**src/rtl/wave_frame_tx.sv**
```systemverilog
// wave_frame_tx: collects waveform samples into ping-pong banks and streams
// 76-byte frames (A5, 64 samples, HR, SpO2, 8x00, checksum) over valid/ready.
module wave_frame_tx (
  input  logic       clk,
  input  logic       rst,
  input  logic [7:0] wave_data,
  input  logic       wave_valid,
  input  logic [7:0] hr_data,
  input  logic [7:0] spo2_data,
  input  logic       meas_valid,
  output logic [7:0] odata,
  output logic       odata_valid,
  input  logic       odata_ready,
  output logic       frame_busy,
  output logic       ovf
);
  typedef enum logic [2:0] {IDLE, HEAD, WAVE, MEAS, PAD, SUM} state_t;
  state_t state, state_nx;
  logic [7:0] mem [0:1][0:63];
  logic [5:0] wptr, ridx;
  logic       wbank, rbank, pend, acc, full_wr, start;
  logic [6:0] bidx;
  logic [7:0] hr_r, spo2_r, hr_s, spo2_s, csum;

  assign odata_valid = state != IDLE;
  assign frame_busy  = state != IDLE;
  assign acc         = odata_valid && odata_ready;
  assign full_wr     = wave_valid && !pend && wptr == 6'd63;
  // a full bank waiting behind a finished frame starts exactly like a fresh fill
  assign start       = state == IDLE && (pend || full_wr);
  assign ridx        = bidx[5:0] - 6'd1;

  always_comb begin
    state_nx = start ? HEAD :
               !acc ? state :
               state == HEAD ? WAVE :
               state == WAVE && bidx == 7'd64 ? MEAS :
               state == MEAS && bidx == 7'd66 ? PAD :
               state == PAD  && bidx == 7'd74 ? SUM :
               state == SUM ? IDLE : state;
    odata = state == HEAD ? 8'hA5 :
            state == WAVE ? mem[rbank][ridx] :
            state == MEAS ? (bidx == 7'd65 ? hr_s : spo2_s) :
            state == SUM  ? csum : 8'h00;
  end

  always_ff @(posedge clk or posedge rst)
    if (rst) state <= IDLE;
    else     state <= state_nx;

  always_ff @(posedge clk)
    if (wave_valid && !pend) mem[wbank][wptr] <= wave_data;

  always_ff @(posedge clk or posedge rst) begin
    if (rst) begin
      wptr <= '0; wbank <= 1'b0; rbank <= 1'b0; pend <= 1'b0; ovf <= 1'b0;
      bidx <= '0; csum <= '0; hr_r <= '0; spo2_r <= '0; hr_s <= '0; spo2_s <= '0;
    end else begin
      if (meas_valid) begin
        hr_r   <= hr_data;
        spo2_r <= spo2_data;
      end
      if (wave_valid && pend) ovf <= 1'b1;
      if (start) begin
        rbank  <= wbank;
        wbank  <= ~wbank;
        wptr   <= '0;
        pend   <= 1'b0;
        bidx   <= '0;
        csum   <= '0;
        hr_s   <= hr_r;
        spo2_s <= spo2_r;
      end else if (wave_valid && !pend) begin
        if (wptr == 6'd63) pend <= 1'b1;
        else               wptr <= wptr + 6'd1;
      end
      if (acc) begin
        bidx <= bidx + 7'd1;
        if (bidx != 7'd0 && bidx < 7'd75) csum <= csum + odata;
      end
    end
  end
endmodule

```
**config.mk**
```make
export PLATFORM = sky130hd
export DESIGN_NAME = wave_frame_tx
export DESIGN_NICKNAME = d
export VERILOG_FILES = /design/src/rtl/wave_frame_tx.sv
export SDC_FILE = /design/constraint.sdc
export NUM_CORES = 1
export LEC_CHECK = 0
export BUFFER_PORTS_ARGS = -buffer_cell sky130_fd_sc_hd__buf_4
export CAP_MARGIN = 20
export CORE_MARGIN = 2
export CORE_UTILIZATION = 60
export DETAILED_ROUTE_END_ITERATION = 8
export PLACE_DENSITY = 0.76
export SLEW_MARGIN = 20
export SYNTH_ARGS = -nofsm -noshare
export SYNTH_HDL_FRONTEND = slang
export SYNTH_SLANG_ARGS = --single-unit
```
**constraint.sdc**
```tcl
create_clock -name clk -period 5.4 [get_ports clk]
set_clock_uncertainty 0.05 [all_clocks]
set_input_delay 0.54 -clock clk [delete_from_list [all_inputs] [get_ports clk]]
set_output_delay 0.54 -clock clk [all_outputs]
set_load 0.03 [all_outputs]
```
==> results of run 1 <==
-- cell usage in the layout, fill, tap and decap left out, types with 12 or more instances in the layout --
cell type	n
edfxtp_1	1024
mux2_2	43
clkbuf_1	15
mux2i_1	17
clkinv_2	21
ha_1	12
nand2_1	62
bufinv_16	17
dfrtp_1	58
buf_12	14
o21ai_0	20
mux4_2	318
nor2_1	149
clkbuf_16	108
clkinv_1	20
buf_4	73
nand3_1	24
-- metal layers --
layer	vias to the layer above	wire length, um	global-route usage
met5	-	0	0
met4	0	3050	0.0836
met3	176	8870	0.0560
met2	1094	48200	0.431
met1	11100	38600	0.400
li1	8443	-	-
-- registers in the layout (all words and copies together), names as in the netlist, 3 cells and up --
name / flops
hr_r: 8
state: 3
wptr: 6
spo2_r: 8
mem: 1024
hr_s: 8
csum: 8
spo2_s: 8
bidx: 7
-- how the worst max path moves through the flow --
stage,startpoint,to,slack (ns),cells after the start
floorplan,rbank$_DFFE_PP0P_,csum[7]$_DFF_PP0_,0.45,17
global placement,bidx[0]$_DFFE_PP0P_,csum[7]$_DFF_PP0_,0.45,15
detailed placement,bidx[0]$_DFFE_PP0P_,csum[7]$_DFF_PP0_,0.41,15
CTS,bidx[0]$_DFFE_PP0P_,odata[5],0.28,10
global route,bidx[0]$_DFFE_PP0P_,csum[7]$_DFF_PP0_,0.08,15
finish,bidx[0]$_DFFE_PP0P_,csum[7]$_DFF_PP0_,0.29,15
-- power by group through the flow --
| stage | combinational, mW | clock [mW] | sequential (mW) |
|---|---|---|---|
| floorplan | 1.93 | 0 | 9.61 |
| finish | 3.11 | 7.54 | 9.53 |
| detailed placement | 3.04 | 0 | 9.70 |
| global route | 3.25 | 7.91 | 9.54 |
| CTS | 3.09 | 7.59 | 9.53 |
| global placement | 3.00 | 0 | 9.68 |
-- worst max-delay path, stage by stage, from the launching register on --
cell      delay, ns
dfrtp_4        0.52
or4_1          0.69
nand2_4        0.46
mux4_2         0.61
mux4_2         0.50
mux2i_1        0.15
o21ai_0        0.19
ha_1           0.35
a21o_1         0.17
a21oi_1        0.23
o21bai_1       0.10
a21oi_1        0.23
o21ai_0        0.21
nor2b_1        0.19
mux2i_1        0.20
o211ai_1       0.13
-- through the flow --
step	total power, mW	hold slack, ns
5_1_grt	20.7	0.0345
6_report	20.2	0.0487
4_1_cts	20.2	0.0328
3_5_place_dp	12.7	0.443
2_1_floorplan	11.5	0.425
3_3_place_gp	12.7	0.435
-- synthesized netlist by cell type (all sizes together) (6+ instances only) --
library cell and n:
a22o 7, mux2 43, xnor2 7, inv 7
dfrtp 60, nand3 24, edfxtp 1024, nand4 7
nor2 149, mux4 318, nor3 10, and3 9
ha 13, o21ai 20, nor2b 10, clkbuf 65
xor2 7, a311oi 6, a21oi 6, mux2i 17
nand2 63, a31oi 9, buf 47
-- kinds of logic after synthesis --
family                     count (synthesis)  synth area share
xor gates and xnor gates                  14           0.00286
AOI/OAI and AO/OA                         85            0.0141
adders and majority gates                 14           0.00427
buffers and inverters                    120            0.0131
DFF                                     1084             0.753
muxes                                    378             0.183
and+or+nand+nor                          295            0.0300
-- cell type report --
type | instances | area [um2] | area share
inverter | 8 | 30.0 | 0.000627
multi-input combinational | 786 | 10100 | 0.210
clock buffer | 123 | 2760 | 0.0576
tap | 940 | 1180 | 0.0245
sequential | 1084 | 32300 | 0.673
timing repair buffer | 89 | 851 | 0.0178
clock inverter | 69 | 790 | 0.0165
==> impl_results.md, run 1 <==
* Via-to-Cell Ratio at 6.71
* Post-CTS Resized at 0
* Wire length per cell at 31.8 um
* Sw Ratio at 0.254
* RSZ-0062 raised after global routing: false
* Synth area leaders: edfxtp_1, mux4_2, dfrtp_1
* Root buf cell: clkbuf_16
* Largest net degree at the start of global routing at 133
* Synth cell types at 53
* Clk pwr share at 0.373
* Setup TNS at 0 ns
* Period utilization at 0.947
* Status: complete, no violations
* Synthesized Nets at 2033
* Number of synthesized flops with an enable pin at 1024
* Full die area at 0.0735 mm2
* Worst r2r dst: csum[7]$_DFF_PP0_
* Fmax achieved at 0.196 GHz
* First-pass GRT wire length at 146000 um
* Post-synth top area share at 0.718
* Worst-path maximum fanout at 24
* Layout cells sized above 1 at 0.289
* Leakage power at 15.1 nW
* Final Net Count at 2116
* # Max-Cap Violations at 0
* Core area at 0.0704 mm2
* Worst setup EP type: flop
* FP Rows at 97
* Diodes inserted at 0
* Synth warn at 0
* Sequential area share after synthesis at 0.753
* Vias post-DR at 20.8k
* Overall Global Routing Usage at 0.275
* Setup violators final at 0
* Post-synth ARST share at 0.0554
* Reg2reg setup slack at 0.29 ns
* Clk_lat worst skew at 0.67 ns
* Remaining DRCs at 0
* Fill cells at 4225
* Worst slew pin tran at 1.08 ns
* Routability cong. at 0.942
* Number of iterations in the first detailed-routing pass at 7
* Required @ worst endpoint at 5.89 ns
* Minimum clock period at 5.11 ns
* Area grow syn2layout at 11.9%
* Cell-internal power at 15.1 mW
* WL final at 98600 um
* Io pins at 40
* Reg2reg path depth at 15
* Slew margin rel. at 0.271
* Initial DRC Count at 2751
* Peak supply drop at 0.000275 V
* Psw at 5.13 mW
* Arr. time, crit path at 5.60 ns
* CTS max path bufs at 3
* Chip width at 271 um
* Die height at 271 um
* Synthesized area at 0.0428 mm2
* Worst reg2reg path startpoint: bidx[0]$_DFFE_PP0P_
* H-tree Lvls at 3
* Cell count after synthesis at 1990
* Post-Syn Area per Cell at 21.5 um2
* Fin worst setup slack at 0.286 ns
* Fin util at 0.681
* Port bufs at 39
* Place WS at 0.406 ns
* Remaining Overflow, GRT at 0
* Post-DP HPWL at 59500 um
* Dominant cell type by area after synthesis: edfxtp_1
* Clock sinks at 1084
* Placement Cell Area at 0.0444 mm2
* Number of global-route vias before repair at 21.1k
* Fin area at 0.0479 mm2
* Synth Flop Type: edfxtp_1
* Comb power frac at 0.154
* Critical path class: flop to flop
* Post-CTS Setup Inserts at 0
* Total CTS buffers at 104
* Starting density of the core at 0.608
* Seq cells post-synth at 1084
* Initial antenna violation count at 0
* Hold Buf Count CTS at 0
* Startpoint Class: flop
* Hold/Removal Path Class: primary input to async pin
* Post-route ant nets at 0
* Non-Filler Instances at 3099
* Final hold vios at 0
* Clk slew on worst S/H paths at 0.07 ns
* Placed insts at 2907
* Final slew viol count at 0
* TritonCTS clock tree: built
* Pwr dens at 421 mW/mm2
* Seq pwr share at 0.472
No activity file was read; power rests on OpenSTA's default activity.
==> inputs of run 2 (changes only) <==
==> constraint.sdc (replaced) <==
create_clock -name clk -period 5.4 [get_ports clk]
set_clock_uncertainty 0.05 [all_clocks]
set_input_delay 1.35 -clock clk [delete_from_list [all_inputs] [get_ports clk]]
set_output_delay 1.35 -clock clk [all_outputs]
set_load 0.03 [all_outputs]
==> impl_results.md, run 2 (synthesis results as in run 1) <==
* Post-DP HPWL at 60300 um (+1.3%)
* Final Net Count at 2155 (+1.8%)
* Sw Ratio at 0.264 (+0.00996)
* Place WS at 0.257 ns (-0.148 ns)
* TritonCTS clock tree: built
* Worst setup EP type: primary output
* Worst slew pin tran at 1.04 ns (-0.0402 ns)
* Overall Global Routing Usage at 0.282 (+0.00702)
* Period utilization at 0.999 (+0.0518)
* Leakage power at 15.3 nW (+1.6%)
* FP Rows at 97 (unchanged)
* Final hold vios at 0 (unchanged)
* Max reg flops at 1024 (unchanged)
* First-pass GRT wire length at 149000 um (+2.1%)
* Fill cells at 4129 (-2.3%)
* Fmax achieved at 0.185 GHz (-5.2%)
* Setup TNS at 0 ns (unchanged)
* Worst-path maximum fanout at 9 (-63%)
* Peak supply drop at 0.000275 V (+0.16%)
* Die height at 271 um (unchanged)
* Core area at 0.0704 mm2 (unchanged)
* Startpoint Class: flop
* Port bufs at 39 (unchanged)
* Pwr dens at 421 mW/mm2 (-0.12%)
* Comb power frac at 0.170 (+0.016)
* # Max-Cap Violations at 0 (unchanged)
* Routability cong. at 0.918 (-2.6%)
* Fin Hold WS at 0.418 ns (+0.370 ns)
* Full die area at 0.0735 mm2 (unchanged)
* Cell-internal power at 14.9 mW (-0.73%)
* Reg2reg setup slack at 0.51 ns (+0.22 ns)
* Initial antenna violation count at 2 (+2)
* Seq pwr share at 0.469 (-0.003)
* Root buf cell: clkbuf_16
* Largest net degree at the start of global routing at 102 (-23%)
* Chip width at 271 um (unchanged)
* Number of global-route vias before repair at 21.5k (+2.1%)
* Critical path class: flop to primary output
* Diodes inserted at 0 (unchanged)
* Status: complete, no violations
* Area grow syn2layout at 12.7%
* Via-to-Cell Ratio at 6.81 (+1.4%)
* WL final at 102000 um (+3.2%)
* Psw at 5.36 mW (+4.6%)
* Total CTS buffers at 105 (+0.96%)
* Wire length per cell at 32.4 um (+1.9%)
* Most frequent cells in the layout: edfxtp_1, mux4_2, nor2_1, clkbuf_16, buf_4
* Minimum clock period at 5.39 ns (+0.280 ns)
* Remaining DRCs at 0 (unchanged)
* Io pins at 40 (unchanged)
* Clk pwr share at 0.361 (-0.012)
* Number of iterations in the first detailed-routing pass at 5 (-2)
* CTS max path bufs at 3 (unchanged)
* Required @ worst endpoint at 4.00 ns (-1.89 ns)
* Clock sinks at 1084 (unchanged)
* Initial DRC Count at 3064 (+11%)
* Vias post-DR at 21.4k (+2.7%)
* Most common cell after layout, fill and taps aside: edfxtp_1
* Clk slew on worst S/H paths at 0.06 ns (about the same)
* Layout cells sized above 1 at 0.299 (+0.0102)
* Fin worst setup slack at 0.00595 ns (-0.280 ns)
* Setup violators final at 0 (unchanged)
* Hold/Removal Path Class: flop to flop
* Clk_lat worst skew at 0.68 ns (about the same)
* Starting density of the core at 0.608 (unchanged)
* Post-route ant nets at 0 (unchanged)
* Remaining Overflow, GRT at 0 (unchanged)
* Arr. time, crit path at 3.99 ns (-1.61 ns)
* RSZ-0062 raised after global routing: false
* Top reg by flops: mem
* H-tree Lvls at 3 (unchanged)
* Slew margin rel. at 0.304 (+0.0328)
* Final slew viol count at 0 (unchanged)
run 2: cell count changes in the layout (fill, tap and decap cells not counted), sizes merged:
cell      before  now
buf           89  123
inv            8   13
bufbuf         0    3
clkinv        44   54
bufinv        17   12
clkinvlp       8    1
run 2: metrics by stage:
stage               total power [mW]  cells  instance area [um2]   util
floorplan                       11.5   1990                42800      -
finish                          20.3   3139                48300  0.686
global route                    20.8   3139                48300  0.686
detailed placement              12.8   2932                44600  0.633
global placement                12.8   2932                44600  0.633
CTS                             20.2   3136                48200  0.685
run 2: power by group through the flow:
stage | logic (mW) | registers (mW) | clock network (mW)
after floorplan | 1.93 | 9.61 | 0
after global placement | 3.08 | 9.67 | 0
after detailed placement | 3.12 | 9.69 | 0
after CTS | 3.35 | 9.52 | 7.38
after global routing | 3.53 | 9.53 | 7.71
final | 3.45 | 9.52 | 7.33
run 2: layout make-up:
cell class                 instances  area, um2  share of cell area
timing repair buffer             127       1280              0.0265
sequential                      1084      32300               0.668
clock inverter                    72        694              0.0144
clock buffer                     122       2730              0.0566
inverter                           8       30.0            0.000622
tap                              940       1180              0.0244
multi-input combinational        786      10100               0.209
run 2: repair_timing:
item | CTS | global route
gates cloned | 3 | 1
pin swaps | 0 | 2
endpoints found under the setup margin | 8 | 8
setup buffers | 7 | 2
hold buffers | 0 | 0
resized for setup | 11 | 5
run 2: per-layer routing:
| metal | track usage | up-vias | share of wire |
|---|---|---|---|
| met1 | 0.407 | 11200 | 0.37 |
| li1 | - | 8537 | - |
| met3 | 0.0566 | 207 | 0.10 |
| met4 | 0.0850 | 4 | 0.030 |
| met5 | 0 | - | 0.00027 |
| met2 | 0.445 | 1385 | 0.49 |
run 2: path summary, 6_finish.rpt:
check / start / endpoint / cells past startpoint
max: bidx[0]$_DFFE_PP0P_ / odata[7] / 9
min: ovf$_DFFE_PP0P_ / ovf$_DFFE_PP0P_ / 1
max reg2reg: bidx[0]$_DFFE_PP0P_ / csum[7]$_DFF_PP0_ / 16
min reg2reg: ovf$_DFFE_PP0P_ / ovf$_DFFE_PP0P_ / 1
max in group asynchronous: rst / bidx[0]$_DFFE_PP0P_ / 3
min in group asynchronous: rst / hr_s[0]$_DFFE_PP0P_ / 2
run 2: critical path, cell delays in order, from the launching register on:
cell	delay, ns
dfrtp_4	0.54
or4_4	0.58
nand2_8	0.16
buf_16	0.19
buf_4	0.14
mux2i_1	0.44
mux2i_1	0.22
a211oi_1	0.63
o31ai_4	0.20
buf_4	0.21
